$ cat config.mk
export PLATFORM = sky130hd
export DESIGN_NAME = uart_rx_ctrl
export DESIGN_NICKNAME = d
export VERILOG_FILES = /design/src/rtl/uart_rx_ctrl.sv
export SDC_FILE = /design/constraint.sdc
export NUM_CORES = 1
export LEC_CHECK = 0
export ABC_CLOCK_PERIOD_IN_PS = 1800
export CORE_MARGIN = 2
export CORE_UTILIZATION = 40
export DETAILED_ROUTE_END_ITERATION = 8
export HOLD_SLACK_MARGIN = 0.06
export PLACE_DENSITY_LB_ADDON = 0.2
export SLEW_MARGIN = 20
export SYNTH_ARGS = -nofsm -noshare
export SYNTH_HDL_FRONTEND = slang
export SYNTH_SLANG_ARGS = --single-unit
$ cat constraint.sdc
create_clock -name clk -period 1.8 [get_ports clk]
set_input_delay 0.54 -clock clk [delete_from_list [all_inputs] [get_ports clk]]
set_output_delay 0.54 -clock clk [all_outputs]
set_load 0.01 [all_outputs]
$ cat src/rtl/uart_rx_ctrl.sv
// uart_rx_ctrl: UART receive framer driving the rx_bps enable.
// It synchronises rx and detects the start edge, then raises count_signal.
// Start, data, optional parity and stop bits are sampled on the mid-bit
// bps_clk pulses. A good frame is reported with a one-cycle rx_valid strobe
// and a bad frame with a one-cycle frame_err strobe.
module uart_rx_ctrl #(
  parameter int DATA_BITS   = 8,   // 5..8, LSB first
  parameter int PARITY_MODE = 0    // 0 none, 1 odd, 2 even
) (
  input  logic       clk,
  input  logic       rst,
  input  logic       rx,
  input  logic       bps_clk,
  output logic       count_signal,
  output logic [7:0] rx_data,
  output logic       rx_valid,
  output logic       frame_err,
  output logic       busy
);

  localparam logic [2:0] S_IDLE   = 3'd0;
  localparam logic [2:0] S_START  = 3'd1;
  localparam logic [2:0] S_DATA   = 3'd2;
  localparam logic [2:0] S_PARITY = 3'd3;
  localparam logic [2:0] S_STOP   = 3'd4;

  localparam logic [2:0] LAST_BIT = 3'(DATA_BITS - 1);
  localparam logic       PAR_INV  = (PARITY_MODE == 1);
  localparam logic       HAS_PAR  = (PARITY_MODE != 0);

  logic                 r_rx_m, r_rx_s, r_rx_d;
  logic [2:0]           r_state;
  logic [2:0]           r_cnt;
  logic [DATA_BITS-1:0] r_shift;
  logic                 r_par_err;
  logic                 r_count;
  logic                 r_valid;
  logic                 r_ferr;
  logic [7:0]           r_data;

  logic       w_fall;
  logic       w_tick;
  logic       w_stop_ok;
  logic [7:0] w_data;

  // The line idles high, so the flops reset to 1 to avoid a phantom start edge.
  always_ff @(posedge clk or negedge rst) begin
    if (!rst) begin
      r_rx_m <= 1'b1;
      r_rx_s <= 1'b1;
      r_rx_d <= 1'b1;
    end else begin
      r_rx_m <= rx;
      r_rx_s <= r_rx_m;
      r_rx_d <= r_rx_s;
    end
  end

  assign w_fall    = r_rx_d & ~r_rx_s;
  // bps_clk is meaningless while rx_bps is held cleared.
  assign w_tick    = bps_clk & (r_state != S_IDLE);
  // r_par_err stays 0 when parity is disabled, so it needs no mode gating here.
  assign w_stop_ok = r_rx_s & ~r_par_err;

  // Zero-extend the captured word when the frame carries fewer than 8 bits.
  always_comb begin
    w_data                  = '0;
    w_data[DATA_BITS-1:0]   = r_shift;
  end

  // Frame FSM: bit counting, shifting, the parity check and the registered strobes.
  always_ff @(posedge clk or negedge rst) begin
    if (!rst) begin
      r_state   <= S_IDLE;
      r_cnt     <= 3'd0;
      r_shift   <= '0;
      r_par_err <= 1'b0;
      r_count   <= 1'b0;
      r_valid   <= 1'b0;
      r_ferr    <= 1'b0;
      r_data    <= 8'd0;
    end else begin
      r_valid <= 1'b0;
      r_ferr  <= 1'b0;
      case (r_state)
        S_IDLE: begin
          if (w_fall) begin
            r_state   <= S_START;
            r_count   <= 1'b1;
            r_par_err <= 1'b0;
          end
        end
        S_START: begin
          if (w_tick) begin
            if (r_rx_s) begin
              // Line is back high at the start-bit centre: treat it as a glitch.
              r_state <= S_IDLE;
              r_count <= 1'b0;
            end else begin
              r_cnt   <= 3'd0;
              r_state <= S_DATA;
            end
          end
        end
        S_DATA: begin
          if (w_tick) begin
            r_shift <= {r_rx_s, r_shift[DATA_BITS-1:1]};
            // Hold the counter on the last bit so it cannot wrap at 8 data bits.
            if (r_cnt == LAST_BIT) begin
              r_state <= HAS_PAR ? S_PARITY : S_STOP;
            end else begin
              r_cnt <= r_cnt + 3'd1;
            end
          end
        end
        S_PARITY: begin
          if (w_tick) begin
            r_par_err <= r_rx_s ^ (^r_shift) ^ PAR_INV;
            r_state   <= S_STOP;
          end
        end
        S_STOP: begin
          if (w_tick) begin
            if (w_stop_ok) begin
              r_data  <= w_data;
              r_valid <= 1'b1;
            end else begin
              r_ferr  <= 1'b1;
            end
            r_state <= S_IDLE;
            r_count <= 1'b0;
          end
        end
        default: begin
          r_state <= S_IDLE;
          r_count <= 1'b0;
        end
      endcase
    end
  end

  assign count_signal = r_count;
  assign rx_data      = r_data;
  assign rx_valid     = r_valid;
  assign frame_err    = r_ferr;
  assign busy         = (r_state != S_IDLE);

endmodule
==> summary.md, run 1 <==
| Metric | Value |
|---|---|
| Synth Register Bits | 29 |
| Max Fclk | 0.577 GHz |
| Mapped Avg Cell Area | 13.0 um2 |
| Final instance area | 1580 um2 |
| Yosys warnings | 0 |
| Maxcap violations | 0 |
| Clk_skew | 13.8 ps |
| Crit path cell chain | clkdlybuf4s50_1 |
| Total congestion overflow | 0 |
| Die width | 61.0 um |
| Sink Count | 29 |
| Top_reg_cell synth | dfrtp_1 |
| Area growth syn-to-layout | 21.6% |
| Final setup violation count | 0 |
| Synthesized area | 1300 um2 |
| Total GRT Usage | 14.1% |
| ANT cells | 0 |
| Final Wtd Congestion | 0.767 |
| Syn_nets | 106 |
| CTS tree | built |
| Fin. max-slew vios | 0 |
| Crit. End Element | output port |
| CP delay by family, top | buffers and inverters |
| Die span in y | 61.0 um |
| Tmin final | 1730 ps |
| Max FO, Critical Path | 2 |
| Post-CTS setup buffer count | 0 |
| Post-synth EDFFs | 0 |
| Internal reg-to-reg setup slack | 280 ps |
| Lkg Pwr | 0.831 nW |
| Die area | 3720 um2 |
| Gate Count Post-Synth | 100 |
| Count leader, synth | dfrtp_1 |
| Num ports | 16 |
| Largest net degree at the start of global routing | 30 |
| Hold Violations, Final | 0 |
| Req. time, crit path | 1260 ps |
| Core Area | 3080 um2 |
| Clock slew at reported path FFs | 90 ps |
| Final #Nets | 129 |
| Critical path launch point type | flip-flop |
| Ranking of synthesized cells by area | dfrtp_1, mux2_2, dfstp_2 |
| Vias in the first global route | 806 |
| Slowest-stage cell, CP | clkdlybuf4s50_1 |
| Post-DRT Antenna Nets | 0 |
| Largest buffer count on any clock path | 2 |
| Hold Crit Class | reg2reg |
| Final Power | 2.26 mW |
| CTS Buf Count | 5 |
| Clock root buffer | clkbuf_4 |
| Hold Startpoint | r_rx_m |
| Drt drc | 0 |
| Rel. slew slack | 71.2% |
| Synth top area share | 50.1% |
| Layout cells sized above 1 | 32.3% |
| Least-Margin Pin Slew | 426 ps |
| CP Launch Point | rx_data[7] |
| Setup CP Type | reg2out |
| Unrepaired setup endpoints after global routing | no |
| Asr flop ratio synth | 100% |
| Vias per cell | 4.92 |
| Slowest stage delay, CP | 530 ps |
| Post-synth cell types | 28 |
| Buffers on Ports | 15 |
| Post-synth top cells | dfrtp_1, mux2_2, o21ai_0 |
| Seq/Total Area, Yosys | 56.2% |
| Routed wire length | 2.06 mm |
| Detailed Place HPWL | 1.39 mm |
| H-Tree Depth | 2 |
| Initial Utilization | 42.2% |
| Site Rows | 20 |
| Crit path DAT | 1190 ps |
| Post-synth top area cell | dfrtp_1 |
| Run status | finished, final reports clean |
| Clock Latency Late Sink | 320 ps |
| First-pass GRT wire length | 3.64 mm |
| Placed instance area | 1510 um2 |
| Buf+Inv Stages, Crit Path | 1 |
| Drt wl/cell | 12.3 um |
| DR vias | 827 |
| Fin crit share | 96.3% |
| Worst VDD drop | 0.748 mV |
| # hold bufs at CTS | 0 |
| R2R Path Start | r_state[0] |
| 1st-pass router iterations | 4 |
| P per Cell Area | 1430 nW/um2 |
| Drt initial violations | 17 |
| Initial antenna violation count | 0 |
## path summary, 6_finish.rpt
check	to	cells past startpoint
setup / recovery	rx_data[7]	1
hold / removal	r_rx_s	0
setup reg to reg	r_shift[6]	4
hold reg to reg	r_rx_s	0
max in group asynchronous	r_rx_m	2
min in group asynchronous	r_state[0]	2
## power breakdown
group	leakage, nW	internal (mW)	switching [mW]
logic	0.426	0.528	0.381
registers	0.373	0.843	0.150
clock network	0.0320	0.148	0.210
total	0.831	1.52	0.741
## repair_timing
item                       4_1_cts  5_1_grt
hold endpoints to repair         0        0
gates resized for setup          3       10
pin swaps                        0        1
setup endpoints to repair        2        8
## per-layer routing
metal  GRT usage (%)  share of wire, %  vias up  wire length [um]
met2            21.4                48       19               990
li1                -                 -      402                 -
met1            17.1                46      404               952
met4            6.52               1.0        0                21
met5               0                 0        -                 0
met3            6.40               4.8        2                99
## state kept, by name (all words and copies together) (netlist names)
signal	cells
r_cnt	3
r_state	3
r_rx_m	1
r_par_err	1
count_signal	1
rx_data	8
r_rx_d	1
frame_err	1
r_rx_s	1
rx_valid	1
r_shift	8
## stage by stage
step           hold slack (ps)  std cells  setup slack, ps  utilization, %  TNS [ps]
3_5_place_dp               348        160            -79.4            49.1      -705
4_1_cts                    360        168             10.3            50.8         0
6_report                   358        168             67.0            51.3         0
3_3_place_gp               347        160            -68.8            49.1      -577
2_1_floorplan              244        100              278               -         0
5_1_grt                    364        168             1.47            51.3         0
## cell type report
| type | instances | area (um2) |
|---|---|---|
| Tap cell | 44 | 55.1 |
| Clock buffer | 6 | 41.3 |
| Multi-Input combinational cell | 61 | 520 |
| Clock inverter | 2 | 10.0 |
| Sequential cell | 29 | 731 |
| Timing Repair Buffer | 20 | 199 |
| Fill cell | 280 | 1500 |
| Inverter | 6 | 22.5 |
## logic make-up (layout without fill, tap and decap cells)
logic type               Yosys count  in the layout  share of synthesized area (%)
AO/OA/AOI/OAI                     14             14                           6.74
XOR/XNOR                           7              7                           5.78
adder cells (fa/ha/maj)            2              2                           1.93
buffers and inverters             10             34                           3.95
flip-flops                        29             29                           56.2
multiplexers                      16             16                           13.9
AND/OR/NAND/NOR                   22             22                           11.6
## cells in the final DEF (no fill, tap or decap), types with 2 or more instances in the layout
cell             synthesis  layout
dfrtp_1                 26      25
mux2_2                  16      16
dlymetal6s2s_1           0       7
o21ai_0                  6       6
clkdlybuf4s50_1          0       6
nand2_1                  5       5
inv_1                    5       5
xnor2_1                  5       5
clkbuf_4                 0       5
buf_4                    0       5
nor2_1                   4       3
nand4_1                  3       3
a31oi_1                  3       3
dfstp_2                  3       3
nor3b_1                  2       2
nor4b_1                  2       2
o211ai_1                 2       2
ha_1                     2       2
clkinv_2                 0       2
Power figures use the tool's default switching activity.
==> inputs of run 2 (changes only) <==
SKIP_LAST_GASP = 1   (was not set)
==> run 2 against run 1 <==
- critical endpoint unchanged
- setup slack unchanged
- largest power group unchanged
- count of clock-buffer cells in the layout unchanged
- highest routed layer unchanged
- die area unchanged
- register-to-register slack is essentially flat
- fmax unchanged
==> summary.md, run 2 (synthesized netlist as in run 1, its figures left out) <==
| Metric | Value |
|---|---|
| Leading cell type in the layout, fill and taps excluded | dfrtp_1 |
| Least-Margin Pin Slew | 424 ps |
| Internal reg-to-reg setup slack | 280 ps |
| Reg-to-reg endpoint | r_shift[6] |
| Finished Layout Cells | 168 |
| Unrepaired setup endpoints after global routing | yes |
| Final Power | 2.27 mW |
| Die span in y | 61.0 um |
| Placed instance area | 1510 um2 |
| Clock Latency Late Sink | 320 ps |
| Worst R2R Path Depth | 4 |
| CTS tree | built |
| Initial Utilization | 42.2% |
| Final setup violation count | 0 |
| Post-DRT Antenna Nets | 0 |
| Maxcap violations | 0 |
| Routed wire length | 2.06 mm |
| Req. time, crit path | 1260 ps |
| Drt wl/cell | 12.3 um |
| Drt drc | 0 |
| Core Area | 3080 um2 |
| Worst hold endpoint | r_rx_s |
| Hold path cells | 0 |
| Layout cells sized above 1 | 31.5% |
| Pre-CTS setup slack | -79.4 ps |
| Crit. End Element | output port |
| Crit path cell chain | clkdlybuf4s50_1 |
| Final #Nets | 129 |
| Drt initial violations | 17 |
| Hold Startpoint | r_rx_m |
| Vias in the first global route | 806 |
| Rel. slew slack | 71.4% |
| Buf+Inv Stages, Crit Path | 1 |
| Critical path launch point type | flip-flop |
| Fin Setup TNS | 0 ps |
| # hold bufs at CTS | 0 |
| Site Rows | 20 |
| P per Cell Area | 1430 nW/um2 |
| Layer with the highest usage | met2 |
| Commonest cells after routing, fill and taps aside | dfrtp_1, mux2_2, dlymetal6s2s_1 |
| First-pass GRT wire length | 3.64 mm |
| Clock slew at reported path FFs | 90 ps |
| Crit. path cell count | 1 |
| Max FO, Critical Path | 2 |
| Met3 Use GR | 6.40% |
| Num ports | 16 |
| Area growth syn-to-layout | 22.0% |
| Routing usage on met2 | 21.4% |
| Final instance area | 1580 um2 |
| Final Wtd Congestion | 0.767 |
| ANT cells | 0 |
| Vias per cell | 4.93 |
| Total GRT Usage | 14.1% |
| Largest buffer count on any clock path | 2 |
| Crit path DAT | 1190 ps |
| Clk_skew | 13.8 ps |
| Final core occ | 51.5% |
| Tmin final | 1730 ps |
| DR vias | 829 |
| Initial antenna violation count | 0 |
| R2R Path Start | r_state[0] |
| Largest net degree at the start of global routing | 30 |
| Die width | 61.0 um |
| DP Cell Count | 160 |
| Total congestion overflow | 0 |
| Hold slack final | 358 ps |
| Setup CP Type | reg2out |
| Max Fclk | 0.577 GHz |
| Met1 Use GR | 17.1% |
| Detailed Place HPWL | 1.39 mm |
| Run status | finished, final reports clean |
| Hold Violations, Final | 0 |
| Clock root buffer | clkbuf_4 |
| Hold Crit Class | reg2reg |
| Worst VDD drop | 0.748 mV |
| H-Tree Depth | 2 |
| CTS Buf Count | 5 |
| Sink Count | 29 |
| Lkg Pwr | 0.831 nW |
| CP delay by family, top | buffers and inverters |
| Final setup margin | 67.0 ps |
| Die area | 3720 um2 |
| Slowest stage delay, CP | 530 ps |
| Fin. max-slew vios | 0 |
| 1st-pass router iterations | 4 |
| Fin crit share | 96.3% |
| Buffers on Ports | 15 |
| Slowest-stage cell, CP | clkdlybuf4s50_1 |
==> run 2: final cells by class <==
class / count / area (um2)
clock buffers: 6 / 41.3
inverters: 6 / 22.5
repair buffers: 20 / 204
multi-input cells: 61 / 520
well taps: 44 / 55.1
clock inverters: 2 / 10.0
flip-flops and latches: 29 / 731
fillers: 279 / 1490
==> run 2: worst max path at each step <==
stage / start / endpoint / slack [ps]
floorplan: bps_clk / r_shift[0] / 280
global placement: bps_clk / r_shift[1] / -70
detailed placement: bps_clk / r_shift[5] / -80
CTS: r_state[1] / busy / 10
global route: r_state[0] / busy / -0.4
finish: rx_data[7] / rx_data[7] / 70
==> run 2: power breakdown <==
group          internal [mW]  switching [mW]
Combinational          0.535           0.381
Clock                  0.148           0.210
Sequential             0.843           0.150
==> run 2: repair_timing <==
item,in CTS,in global routing
endpoints found under the hold margin,0,0
pin swaps,0,1
setup buffers,0,0
gates resized for setup,3,9
endpoints found under the setup margin,2,8
==> run 2: per-layer routing <==
| layer | part of all wire [%] | wire length [um] | vias up |
|---|---|---|---|
| li1 | - | - | 402 |
| met1 | 46 | 945 | 404 |
| met2 | 48 | 990 | 21 |
| met3 | 5.0 | 104 | 2 |
| met4 | 1.0 | 21 | 0 |
| met5 | 0 | 0 | - |
